### config.mk
export PLATFORM = sky130hd
export DESIGN_NAME = mult_result_reducer_flat
export DESIGN_NICKNAME = d
export VERILOG_FILES = /design/src/rtl/mult_result_reducer_if.sv /design/src/rtl/mult_result_reducer.sv /design/src/flat_wrapper.sv
export SDC_FILE = /design/constraint.sdc
export NUM_CORES = 1
export LEC_CHECK = 0
export CORE_AREA = 2 2 125 127
export CTS_BUF_LIST = sky130_fd_sc_hd__clkbuf_16
export DETAILED_ROUTE_END_ITERATION = 12
export DIE_AREA = 0 0 127 129
export PLACE_DENSITY = 0.87
export SLEW_MARGIN = 0
export SYNTH_ARGS = -nofsm -noshare
export SYNTH_HDL_FRONTEND = slang
export SYNTH_SLANG_ARGS = --single-unit
### constraint.sdc
create_clock -name clk -period 4.1 [get_ports clk]
set_input_delay 1.23 -clock clk [delete_from_list [all_inputs] [get_ports clk]]
set_output_delay 1.23 -clock clk [all_outputs]
set_load 0.01 [all_outputs]
### src/rtl/mult_result_reducer_if.sv
// Handshake and data bundle between the product reducer, the multiplier read port and the controller.
// The slave modport is the reducer; the master modport is everything that talks to it.
interface mult_result_reducer_if #(
    parameter int LOGDEPTH = 6,
    parameter int WIDTH    = 32
);
    logic                      EN_reduce;
    logic                      RDY_reduce;
    logic                      EN_blockRead;
    logic                      VALID_memVal;
    logic [WIDTH-1:0]          memVal_data;
    logic                      VALID_result;
    logic                      EN_resultAck;
    logic [WIDTH+LOGDEPTH-1:0] result_sum;
    logic [WIDTH-1:0]          result_max;
    logic [WIDTH-1:0]          result_min;
    logic [LOGDEPTH:0]         result_count;
    logic                      result_err;

    modport master (
        output EN_reduce, VALID_memVal, memVal_data, EN_resultAck,
        input  RDY_reduce, EN_blockRead, VALID_result,
               result_sum, result_max, result_min, result_count, result_err
    );

    modport slave (
        input  EN_reduce, VALID_memVal, memVal_data, EN_resultAck,
        output RDY_reduce, EN_blockRead, VALID_result,
               result_sum, result_max, result_min, result_count, result_err
    );
endinterface

### src/rtl/mult_result_reducer.sv
// Requests a block read from the multiplier and reduces the product stream to sum/max/min/count,
// holding the result under a valid/ack handshake until the controller consumes it.
//
// state   | meaning
// --------+-----------------------------------------------------------
// IDLE    | ready for a start request
// REQ     | EN_blockRead high, waiting for the first product word
// COLLECT | accepting words until valid drops or the memory is full
// DONE    | result held and VALID_result high until acked
module mult_result_reducer #(
    parameter int LOGDEPTH = 6,
    parameter int WIDTH    = 32,
    parameter int TIMEOUT  = 16
) (
    input  logic                  clk,
    input  logic                  rst,
    mult_result_reducer_if.slave  bus
);
    localparam int          SW     = WIDTH + LOGDEPTH;
    localparam int          CW     = LOGDEPTH + 1;
    localparam int          TW     = (TIMEOUT > 1) ? $clog2(TIMEOUT) : 1;
    localparam int unsigned MAXCNT = 2 ** LOGDEPTH;

    typedef enum logic [1:0] {
        S_IDLE    = 2'd0,
        S_REQ     = 2'd1,
        S_COLLECT = 2'd2,
        S_DONE    = 2'd3
    } state_t;

    state_t          state_q, state_d;
    logic [SW-1:0]    sum_q, sum_d;
    logic [WIDTH-1:0] max_q, max_d;
    logic [WIDTH-1:0] min_q, min_d;
    logic [CW-1:0]    count_q, count_d;
    logic             err_q, err_d;
    logic             blk_q, blk_d;
    logic [TW-1:0]    tmo_q, tmo_d;

    logic start;
    logic accept;
    logic last_word;
    logic tmo_last;

    assign start     = (state_q == S_IDLE) && bus.EN_reduce;
    assign accept    = bus.VALID_memVal && ((state_q == S_REQ) || (state_q == S_COLLECT));
    assign last_word = accept && (count_q == CW'(MAXCNT - 1));
    assign tmo_last  = (tmo_q == TW'(TIMEOUT - 1));

    always_ff @(posedge clk) begin
        if (rst) begin
            state_q <= S_IDLE;
        end else begin
            state_q <= state_d;
        end
    end

    always_comb begin
        state_d = state_q;
        case (state_q)
            S_IDLE: begin
                if (bus.EN_reduce) state_d = S_REQ;
            end
            S_REQ: begin
                // A word on the timeout cycle still wins over the abort.
                if (bus.VALID_memVal)  state_d = last_word ? S_DONE : S_COLLECT;
                else if (tmo_last)     state_d = S_DONE;
            end
            S_COLLECT: begin
                if (!bus.VALID_memVal || last_word) state_d = S_DONE;
            end
            S_DONE: begin
                if (bus.EN_resultAck) state_d = S_IDLE;
            end
            default: state_d = S_IDLE;
        endcase
    end

    always_comb begin
        sum_d   = sum_q;
        max_d   = max_q;
        min_d   = min_q;
        count_d = count_q;
        err_d   = err_q;
        tmo_d   = tmo_q;
        blk_d   = (state_d == S_REQ);
        if (start) begin
            sum_d   = '0;
            max_d   = '0;
            min_d   = '1;
            count_d = '0;
            err_d   = 1'b0;
            tmo_d   = '0;
        end else begin
            if (accept) begin
                sum_d   = sum_q + {{LOGDEPTH{1'b0}}, bus.memVal_data};
                count_d = count_q + CW'(1);
                if (bus.memVal_data > max_q) max_d = bus.memVal_data;
                if (bus.memVal_data < min_q) min_d = bus.memVal_data;
            end
            if (state_q == S_REQ) begin
                tmo_d = tmo_q + TW'(1);
                if (!bus.VALID_memVal && tmo_last) err_d = 1'b1;
            end
        end
    end

    always_ff @(posedge clk) begin
        if (rst) begin
            sum_q   <= '0;
            max_q   <= '0;
            min_q   <= '1;
            count_q <= '0;
            err_q   <= 1'b0;
            blk_q   <= 1'b0;
            tmo_q   <= '0;
        end else begin
            sum_q   <= sum_d;
            max_q   <= max_d;
            min_q   <= min_d;
            count_q <= count_d;
            err_q   <= err_d;
            blk_q   <= blk_d;
            tmo_q   <= tmo_d;
        end
    end

    assign bus.RDY_reduce   = (state_q == S_IDLE);
    assign bus.EN_blockRead = blk_q;
    assign bus.VALID_result = (state_q == S_DONE);
    assign bus.result_sum   = sum_q;
    assign bus.result_max   = max_q;
    assign bus.result_min   = min_q;
    assign bus.result_count = count_q;
    assign bus.result_err   = err_q;

endmodule

### src/flat_wrapper.sv
// flat-port wrapper written by rule: the top's interface ports become plain ports
module mult_result_reducer_flat 
#(
    parameter int LOGDEPTH = 6,
    parameter int WIDTH    = 32,
    parameter int TIMEOUT  = 16
)
  (clk, rst, bus_EN_reduce, bus_VALID_memVal, bus_memVal_data, bus_EN_resultAck, bus_RDY_reduce, bus_EN_blockRead, bus_VALID_result, bus_result_sum, bus_result_max, bus_result_min, bus_result_count, bus_result_err);
  mult_result_reducer_if #(.LOGDEPTH(LOGDEPTH), .WIDTH(WIDTH)) bus_i ();
  input  logic clk;
  input  logic rst;
  input wire logic [$bits(bus_i.EN_reduce)-1:0] bus_EN_reduce;
  input wire logic [$bits(bus_i.VALID_memVal)-1:0] bus_VALID_memVal;
  input wire logic [$bits(bus_i.memVal_data)-1:0] bus_memVal_data;
  input wire logic [$bits(bus_i.EN_resultAck)-1:0] bus_EN_resultAck;
  output wire logic [$bits(bus_i.RDY_reduce)-1:0] bus_RDY_reduce;
  output wire logic [$bits(bus_i.EN_blockRead)-1:0] bus_EN_blockRead;
  output wire logic [$bits(bus_i.VALID_result)-1:0] bus_VALID_result;
  output wire logic [$bits(bus_i.result_sum)-1:0] bus_result_sum;
  output wire logic [$bits(bus_i.result_max)-1:0] bus_result_max;
  output wire logic [$bits(bus_i.result_min)-1:0] bus_result_min;
  output wire logic [$bits(bus_i.result_count)-1:0] bus_result_count;
  output wire logic [$bits(bus_i.result_err)-1:0] bus_result_err;
  assign bus_i.EN_reduce = bus_EN_reduce;
  assign bus_i.VALID_memVal = bus_VALID_memVal;
  assign bus_i.memVal_data = bus_memVal_data;
  assign bus_i.EN_resultAck = bus_EN_resultAck;
  assign bus_RDY_reduce = bus_i.RDY_reduce;
  assign bus_EN_blockRead = bus_i.EN_blockRead;
  assign bus_VALID_result = bus_i.VALID_result;
  assign bus_result_sum = bus_i.result_sum;
  assign bus_result_max = bus_i.result_max;
  assign bus_result_min = bus_i.result_min;
  assign bus_result_count = bus_i.result_count;
  assign bus_result_err = bus_i.result_err;
  mult_result_reducer #(.LOGDEPTH(LOGDEPTH), .WIDTH(WIDTH), .TIMEOUT(TIMEOUT)) u_core (.clk(clk), .rst(rst), .bus(bus_i));
endmodule
==> metrics.txt, run 1 <==
P_int=2450 µW; routability cong.=just over 0.9; vias in the first global route=between 7000 and 8000; dpl hpwl=about 17000 µm; Post-Synth XOR/XNOR Area=3.24%; Switch Pwr=roughly 1000 µW; WL/cell=16.9 µm; Final Skew=roughly 12 ps; post-cts resize count=0; vias per cell=about 5.9; CTS H-tree depth=4; synth unique cells=67; synthesized instance count=roughly 970; clock buffer count from CTS=17; beginning of the critical path=bus_memVal_data[0]; mean post-synth cell area=slightly above 8 µm²; worst-case reg-to-reg path depth=11; number of synthesized flops with an enable pin=0; core footprint=between 10000 and 15000 µm²; DP Area=just under 10000 µm²; max-cap viol count=0; Post-Synth Adder-Cell Area=about 16%; Synth area leaders=dfxtp_1, ha_1, nand2_1, mux2i_1, a21oi_1; row count=between 40 and 50; RSZ-0062 raised after global routing=false; TritonCTS clock tree=built; total number of vias=7770; Final min period=between 3000 and 4000 ps; most frequent cells after synthesis=nand2_1, dfxtp_1, ha_1, inv_1, a21oi_1; syn nets=1105; WL final=22400 µm; Worst IR Drop VDD=between 0.2 and 0.3 mV; largest area contributor in the netlist=dfxtp_1; Total Neg Setup Slack=0 ps; 1st-iter DRT viols=899; simple-gate portion of the synthesized area=between 10% and 20%; Die W=about 130 µm; pre-CTS WS=between 40 and 50 ps; global-route wire length before repair=36000 µm; clk slew on worst S/H paths=60 ps; power density over the cells=around 340 nW/µm²; final worst setup slack=~450 ps; Design Area, Final=slightly above 10000 µm²; r2r startpoint=u_core.bus.result_sum[0]$_SDFFE_PP0P_; sinks on the clock net=approximately 120; drt drc=0; Clock Path Buffers=2; largest net degree at the start of global routing=50; hold_sp=u_core.bus.result_err$_SDFFE_PP0P_; Hold Path Depth=1; Max Clock Freq=between 200 and 300 MHz; hold buffer count at cts=0; slew margin rel.=65.4%; Mapped Area=around 7800 µm²; arrival time at the worst endpoint=4030 ps; IO buf count=149; Die ar.=16400 µm²; CP Capture Type=flop; postcts setup bufs=0; Nets=about 1300; CTS root buf=clkbuf_16; post-route ant nets=0; fin crit share=just under 90%; final setup vio count=0; Critical Path Source Type=primary input; post-synthesis mux area share=4.48%; I/O pin total=150; clock network power share=a little over two fifths; combinational share of power=between 20% and 30%; GRT overflow=0; worst skew pair latency=between 400 and 500 ps; antenna violations before repair=0; Compound-Gate Fraction of Synth Area=20.6%; Max FO, Critical Path=4; status=finished, final reports clean; Layout fillers=roughly 1200; top-area cell type share of the netlist area=around 30%; Slew Limit Fails=0; ant diodes=0; final hold vios=0; largest family of logic cells by synthesized area=compound AO/OA/AOI/OAI gates; starting density of the core=52.3%; Seq cells post-synth=approximately 120; CP Data Required Time=4480 ps; Slew @ Worst Pin=506 ps; Global Route Usage Sum=a little over a quarter; kind of critical path=primary input to flop; Flop pwr share=a little over a third; drt pass-1 iters=5; switch share=between 20 and 30%; Hold/Removal Path Class=flop to flop; share of cells above drive strength 1=6.78%; count leader, synth=nand2_1; post-synthesis sequential area ratio=between 20 and 30%; Async SR Flop Fraction=0%; Die Span Y=about 130 µm; area grow syn2layout=30.7%; Synth warnings=0; static leakage power=between 0.004 and 0.005 µW; ys flop type=dfxtp_1
==> cell families after synthesis <==
kind of cell	after synthesis
simple gates	315
compound gates	241
buf+inv	127
flops	117
fa+ha+maj	102
mux	35
xor+xnor	29
==> critical path, cell delays in order <==
cell             delay (ps)
clkdlybuf4s50_1         530
ha_1                    210
inv_1                    60
fa_1                    370
nor2b_1                 230
o31ai_2                 120
a21oi_2                 250
o311ai_2                150
nand3_1                 190
a21oi_1                 130
nor4_1                  400
a211o_1                 160
==> placed cells by master (no fill, tap or decap), types with 3 or more instances in the layout <==
master | netlist | final
a211o_1 | 4 | 4
a211oi_1 | 11 | 11
a21o_1 | 37 | 36
a21oi_1 | 67 | 66
a31oi_1 | 35 | 35
and2_1 | 5 | 5
and3_1 | 9 | 9
and4_1 | 3 | 3
buf_4 | 0 | 32
bufinv_16 | 0 | 3
clkbuf_16 | 0 | 17
clkdlybuf4s50_1 | 0 | 149
clkinv_2 | 0 | 4
clkinvlp_4 | 0 | 5
dfxtp_1 | 117 | 117
ha_1 | 101 | 101
inv_1 | 82 | 83
mux2i_1 | 35 | 35
nand2_1 | 141 | 141
nand2b_1 | 3 | 3
nand3_1 | 23 | 22
nand4_1 | 20 | 20
nor2_1 | 43 | 43
nor2b_1 | 9 | 9
nor3_1 | 39 | 39
nor3b_1 | 3 | 3
nor4_1 | 5 | 5
o211ai_1 | 7 | 7
o21a_1 | 12 | 12
o21ai_0 | 17 | 17
o21ai_1 | 14 | 14
o21bai_1 | 3 | 3
o31a_1 | 3 | 3
or3_1 | 3 | 3
xnor2_1 | 13 | 13
xor2_1 | 16 | 16
==> worst paths after layout <==
path	end	slack, ps
worst max-delay path	u_core.bus.result_sum[28]$_SDFFE_PP0P_	450
worst max register to register	u_core.bus.result_sum[28]$_SDFFE_PP0P_	1430
worst min register to register	u_core.bus.result_err$_SDFFE_PP0P_	470
worst min-delay path	u_core.bus.result_err$_SDFFE_PP0P_	470
==> through the flow <==
stage,hold WS [ps],util (%),std cells,total power (µW)
floorplan,488,-,966,1680
global placement,447,64.4,1292,1960
detailed placement,456,64.4,1292,1970
CTS,468,68.3,1324,3470
global route,489,68.3,1324,3610
finish,466,68.3,1324,3460
==> sequential cells by signal, summed over array words and instances (netlist names) <==
signal,cells
u_core.bus.result_err,1
u_core.bus.result_count,7
u_core.bus.result_min,32
u_core.bus.result_sum,38
u_core.bus.EN_blockRead,1
u_core.state_q,2
u_core.bus.result_max,32
u_core.tmo_q,4
==> layer usage <==
layer  global-route usage [%]  vias to the layer above  share of wire (%)
li1                         -                     3769                  -
met1                     34.9                     3646                 43
met2                     46.1                      312                 47
met3                     6.20                       43                7.7
met4                     10.1                        0                2.0
met5                        0                        -                  0
==> cell type report <==
| class | count | area, µm² | share of cell area (%) |
|---|---|---|---|
| timing repair buffer | 183 | 1770 | 17.3 |
| inverter | 82 | 308 | 3.01 |
| tap | 188 | 235 | 2.30 |
| clock buffer | 17 | 425 | 4.16 |
| clock inverter | 15 | 164 | 1.60 |
| multi-input combinational | 722 | 4980 | 48.7 |
| sequential | 117 | 2340 | 22.9 |
==> power groups by stage <==
stage,clock [µW],combinational [µW],sequential (µW)
floorplan,0,428,1260
global placement,0,713,1250
detailed placement,0,728,1250
CTS,1510,736,1220
global route,1570,814,1230
finish,1490,742,1220
Power figures use the tool's default switching activity.
==> run 2: changes to the inputs <==
--- a/config.mk
+++ b/config.mk
@@ -5,11 +5,12 @@
 export SDC_FILE = /design/constraint.sdc
 export NUM_CORES = 1
 export LEC_CHECK = 0
-export CORE_AREA = 2 2 125 127
+export CORE_AREA = 2 2 118 120
 export CTS_BUF_LIST = sky130_fd_sc_hd__clkbuf_16
 export DETAILED_ROUTE_END_ITERATION = 12
-export DIE_AREA = 0 0 127 129
-export PLACE_DENSITY = 0.87
+export DIE_AREA = 0 0 120 122
+export DONT_BUFFER_PORTS = 1
+export PLACE_DENSITY = 0.81
 export SLEW_MARGIN = 0
 export SYNTH_ARGS = -nofsm -noshare
 export SYNTH_HDL_FRONTEND = slang
==> run 2 against run 1 <==
Net effect:
- power down 2.1%
- via count down 9.5%
- die area down 11%
- critical endpoint is now u_core.bus.result_sum[24]$_SDFFE_PP0P_
- largest power group unchanged
==> metrics.txt, run 2 (same netlist as run 1, synthesis figures left out) <==
vias per cell=6.15 (was 5.87); final hold vios=0 (unchanged); global-route wire length before repair=33500 µm (was 36000 µm); dpl hpwl=15400 µm (was 17000 µm); Die ar.=14600 µm² (was 16400 µm²); power density over the cells=394 nW/µm² (was 338 nW/µm²); max reg flops=38 (unchanged); pre-CTS WS=644 ps (was 46.4 ps); largest net degree at the start of global routing=84 (was 50); Max Clock Freq=317 MHz (was 274 MHz); fin crit share=76.8% (was 89.1%); Critical Path Source Type=primary input (unchanged); Die W=120 µm (was 127 µm); post-route insts no fill=1143 (was 1324); static leakage power=0.00381 µW (was 0.00444 µW); Total Neg Setup Slack=0 ps (unchanged); Worst IR Drop VDD=0.257 mV (about the same); CP Data Required Time=4460 ps (was 4480 ps); Placed Instances=1111 (was 1292); WL final=20800 µm (was 22400 µm); IO buf count=0 (was 149); postcts setup bufs=0 (unchanged); sinks on the clock net=117 (unchanged); Final Skew=6.80 ps (was 12.5 ps); area grow syn2layout=9.64% (was 30.7%); Hold/Removal Path Class=flop to flop (unchanged); final worst setup slack=950 ps (was 448 ps); most frequent cells in the layout=nand2_1, dfxtp_1, ha_1 (was clkdlybuf4s50_1, nand2_1, dfxtp_1); RSZ-0062 raised after global routing=false (unchanged); routability cong.=0.893 (was 0.932); most used cell, CP=nand3_1; Max FO, Critical Path=4 (unchanged); clk slew on worst S/H paths=50 ps (was 60 ps); Die Span Y=122 µm (was 129 µm); hold buffer count at cts=0 (unchanged); total number of vias=7031 (was 7770); area of the multi-input gates=4980 µm² (unchanged); drt drc=0 (unchanged); starting density of the core=58.0% (was 52.3%); Global Route Usage Sum=28.8% (was 27.5%); max-cap viol count=0 (unchanged); Final min period=3150 ps (was 3650 ps); drt pass-1 iters=6 (was 5); CTS H-tree depth=4 (unchanged); final setup vio count=0 (unchanged); clock buffer count from CTS=17 (unchanged); arrival time at the worst endpoint=3510 ps (was 4030 ps); antenna violations before repair=0 (unchanged); Sequential Area=2340 µm² (unchanged); status=finished, final reports clean (unchanged); post-route ant nets=0 (unchanged); Slew @ Worst Pin=915 ps (was 506 ps); TritonCTS clock tree=built (unchanged); I/O pin total=150 (unchanged); vias in the first global route=6676 (was 7203); slew margin rel.=39.0% (was 65.4%); GRT overflow=0 (unchanged); Layout fillers=1126 (was 1183); CP max stage delay=420 ps (was 530 ps); 1st-iter DRT viols=671 (was 899); CP Capture Type=flop (unchanged); Nets=1089 (was 1262); worst skew pair latency=420 ps (was 430 ps); CTS root buf=clkbuf_16 (unchanged); share of cells above drive strength 1=5.19% (was 6.78%); slowest cell on the critical path=or4_1 (was clkdlybuf4s50_1); Slew Limit Fails=0 (unchanged); Clock Path Buffers=2 (unchanged); core footprint=13500 µm² (was 15000 µm²); ant diodes=0 (unchanged); commonest non-fill, non-tap cell in the layout=nand2_1 (was clkdlybuf4s50_1); kind of critical path=primary input to flop (unchanged); CP cell instances=ha_1 -> inv_1 -> fa_1 -> nor2b_1 -> o31ai_2 -> a21oi_2 -> o311ai_2 -> nand3_1 -> a41oi_1 -> or4_1 -> nand3_1 (was clkdlybuf4s50_1 -> ha_1 -> inv_1 -> fa_1 -> nor2b_1 -> o31ai_2 -> a21oi_2 -> o311ai_2 -> nand3_1 -> a21oi_1 -> nor4_1 -> a211o_1); post-cts resize count=0 (unchanged); row count=43 (was 45); WL/cell=18.2 µm (was 16.9 µm)
## run 2: cell count changes in the layout (fill, tap and decap cells not counted)
cell	before	now
clkdlybuf4s50_1	149	0
clkinvlp_4	5	1
buf_4	32	8
bufinv_16	3	5
inv_1	83	86
inv_6	1	0
## run 2: path summary, 6_finish.rpt
check,end,depth (start not counted),slack [ps],from
max,u_core.bus.result_sum[24]$_SDFFE_PP0P_,11,950,bus_memVal_data[0]
min,u_core.bus.result_sum[25]$_SDFFE_PP0P_,2,520,u_core.bus.result_sum[25]$_SDFFE_PP0P_
max reg2reg,u_core.bus.result_sum[24]$_SDFFE_PP0P_,11,1210,u_core.bus.result_sum[0]$_SDFFE_PP0P_
min reg2reg,u_core.bus.result_sum[25]$_SDFFE_PP0P_,2,520,u_core.bus.result_sum[25]$_SDFFE_PP0P_
## run 2: layout make-up
type / count / share of cell area (%)
clock inverters: 15 / 2.29
inverters: 82 / 3.59
repair buffers: 10 / 1.17
well taps: 180 / 2.62
flip-flops and latches: 117 / 27.3
clock buffers: 17 / 4.96
multi-input cells: 722 / 58.1
## run 2: worst max-delay path: cells and delay by family
kind / cells / cell delay, ps
AO/OA/AOI/OAI: 4 / 710
adder cells (fa/ha/maj): 2 / 550
buffers and inverters: 1 / 70
AND/OR/NAND/NOR: 4 / 960
## run 2: stage by stage
stage	hold slack [ps]	instance area (µm²)	power, µW	util [%]
2_1_floorplan	488	7830	1680	-
3_3_place_gp	506	7960	1800	58.9
3_5_place_dp	517	7960	1810	58.9
4_1_cts	528	8580	3390	63.6
5_1_grt	538	8580	3530	63.6
6_report	522	8580	3390	63.6
## run 2: where the power goes
group	internal [µW]	switching [µW]	total (µW)
combinational	204	339	543
clock	1060	531	1590
sequential	1180	68.0	1250
total	2450	938	3390
## run 2: layer usage
layer | part of all wire (%) | track usage, %
met5 | 0 | 0
met4 | 3.1 | 12.8
met3 | 9.2 | 9.27
met2 | 45 | 44.9
met1 | 42 | 36.3
==> run 3: changes to the inputs <==
==> constraint.sdc (replaced) <==
create_clock -name clk -period 3.3 [get_ports clk]
set_input_delay 0.99 -clock clk [delete_from_list [all_inputs] [get_ports clk]]
set_output_delay 0.99 -clock clk [all_outputs]
set_load 0.01 [all_outputs]
==> run 3 against run 2 <==
Net effect:
- clock skew is 2.6 ps higher
- sequential power up 24%
- combinational power increased by 25%
- clock power up 22%
- largest power group unchanged
- sequential share of layout area down 0.11 points
- hold slack got worse by 7.6 ps
- largest cell class unchanged
- register-to-register slack lost 740 ps
==> metrics.txt, run 3 (same netlist as run 1, synthesis figures left out) <==
status=finished, final reports clean (unchanged); kind of critical path=primary input to flop (unchanged); r2r startpoint=u_core.bus.result_sum[0]$_SDFFE_PP0P_ (unchanged); drt drc=0 (unchanged); CP Capture Point=u_core.bus.result_sum[24]$_SDFFE_PP0P_ (unchanged); core footprint=13500 µm² (unchanged); drt pass-1 iters=5 (was 6); post-cts resize count=0 (unchanged); TritonCTS clock tree=built (unchanged); Slew @ Worst Pin=596 ps (was 915 ps); DR WL met3=1910 µm (about the same); power density over the cells=485 nW/µm² (was 394 nW/µm²); Die W=120 µm (unchanged); Worst IR Drop VDD=0.297 mV (was 0.257 mV); total number of vias=6966 (was 7031); IO buf count=0 (unchanged); final core occ=63.8% (was 63.6%); starting density of the core=58.0% (unchanged); Layout fillers=1163 (was 1126); clk slew on worst S/H paths=60 ps (was 50 ps); vias per cell=6.07 (was 6.15); Critical Path Source Type=primary input (unchanged); max-cap viol count=0 (unchanged); met2 wire len=9450 µm (was 9430 µm); Die Span Y=122 µm (unchanged); Hold/Removal Path Class=flop to flop (unchanged); Final Power=4180 µW (was 3390 µW); Clock Path Buffers=2 (unchanged); Max FO, Critical Path=4 (unchanged); Global Route Usage Sum=28.6% (was 28.8%); worst skew pair latency=430 ps (was 420 ps); worst-case reg-to-reg path depth=11 (unchanged); WL/cell=18.0 µm (was 18.2 µm); static leakage power=0.00381 µW (about the same); I/O pin total=150 (unchanged); Max Clock Freq=around 350 MHz; vias in the first global route=6769 (was 6676); dpl hpwl=15400 µm (about the same); Die ar.=14600 µm² (unchanged); largest net degree at the start of global routing=79 (was 84); beginning of the critical path=bus_memVal_data[0] (unchanged); Worst R2R Setup Slack=470 ps (was 1210 ps); wl on met1=8770 µm (was 8830 µm); worst r2r dst=u_core.bus.result_sum[24]$_SDFFE_PP0P_ (unchanged); RSZ-0062 raised after global routing=false (unchanged); WL final=20700 µm (was 20800 µm); area grow syn2layout=10.1% (was 9.64%); fin crit share=85.7%; CTS H-tree depth=4 (unchanged); commonest non-fill, non-tap cell in the layout=nand2_1 (unchanged); final worst setup slack=472 ps (was 950 ps); hold buffer count at cts=0 (unchanged); Final min period=2830 ps; arrival time at the worst endpoint=3190 ps (was 3510 ps); Total Neg Setup Slack=0 ps (unchanged); post-route ant nets=0 (unchanged); GRT overflow=0 (unchanged); sinks on the clock net=117 (unchanged); slew margin rel.=60.3% (was 39.0%); Final Skew=9.38 ps (was 6.80 ps); Nets=1093 (was 1089); CP Capture Type=flop (unchanged); clock buffer count from CTS=17 (unchanged); routability cong.=0.893 (about the same); most frequent cells in the layout=nand2_1, dfxtp_1, ha_1 (unchanged); final setup vio count=0 (unchanged); global-route wire length before repair=33400 µm (was 33500 µm); max reg flops=38 (unchanged); antenna violations before repair=0 (unchanged); Top Layer Used=met4 (unchanged); CTS root buf=clkbuf_16 (unchanged); Slew Limit Fails=0 (unchanged); final hold vios=0 (unchanged); pre-CTS WS=98.5 ps (was 644 ps); row count=43 (unchanged); ant diodes=0 (unchanged); CP Data Required Time=3660 ps (was 4460 ps); postcts setup bufs=0 (unchanged); 1st-iter DRT viols=622 (was 671); share of cells above drive strength 1=5.79% (was 5.19%)
[run 3: changes by cell type in the layout (fill, tap and decap cells not counted), sizes merged]
cell      change
buf           +4
bufinv        -1
clkinv        +2
clkinvlp      +1
inv           -2
[run 3: report_power, final]
group | internal, µW | switching, µW | total [µW]
clock network | 1250 | 691 | 1940
logic | 260 | 420 | 680
registers | 1470 | 82.9 | 1550
total | 2980 | 1190 | 4180
[run 3: routing by layer]
metal | vias to the layer above | GRT usage [%]
met5 | - | 0
met4 | 0 | 11.8
met3 | 45 | 10.9
met2 | 256 | 46.2
met1 | 3247 | 34.2
li1 | 3418 | -
[run 3: critical path, stage by stage]
cell and delay, ps:
ha_1 170, inv_1 70, fa_1 380, nor2b_1 230
o31ai_2 120, a21oi_2 250, o311ai_2 150, nand3_1 190
a41oi_1 150, or4_1 420, nand3_1 80
[run 3: worst min path at each step]
stage                                            from                                      to  slack, ps  cells after the start
6_report        u_core.bus.result_sum[5]$_SDFFE_PP0P_   u_core.bus.result_sum[5]$_SDFFE_PP0P_        510                      2
5_1_grt        u_core.bus.result_max[10]$_SDFFE_PP0P_  u_core.bus.result_max[10]$_SDFFE_PP0P_        530                      2
4_1_cts         u_core.bus.result_sum[5]$_SDFFE_PP0P_   u_core.bus.result_sum[5]$_SDFFE_PP0P_        520                      2
3_5_place_dp    u_core.bus.result_sum[5]$_SDFFE_PP0P_   u_core.bus.result_sum[5]$_SDFFE_PP0P_        510                      2
3_3_place_gp    u_core.bus.result_max[9]$_SDFFE_PP0P_   u_core.bus.result_max[9]$_SDFFE_PP0P_        500                      2
2_1_floorplan            u_core.tmo_q[1]$_SDFFE_PP0P_            u_core.tmo_q[1]$_SDFFE_PP0P_        490                      2
[run 3: final cells by class]
class | instances | area, µm² | area share (%)
Clock buffer | 17 | 425 | 4.94
Inverter | 82 | 308 | 3.57
Tap cell | 180 | 225 | 2.61
Timing Repair Buffer | 14 | 143 | 1.66
Sequential cell | 117 | 2340 | 27.2
Clock inverter | 15 | 188 | 2.18
Multi-Input combinational cell | 722 | 4980 | 57.9
[run 3: metrics by stage]
step	instances	hold slack, ps	area, µm²
2_1_floorplan	966	488	7830
3_3_place_gp	1115	501	8000
3_5_place_dp	1115	509	8000
4_1_cts	1147	517	8620
5_1_grt	1147	531	8620
6_report	1147	514	8620
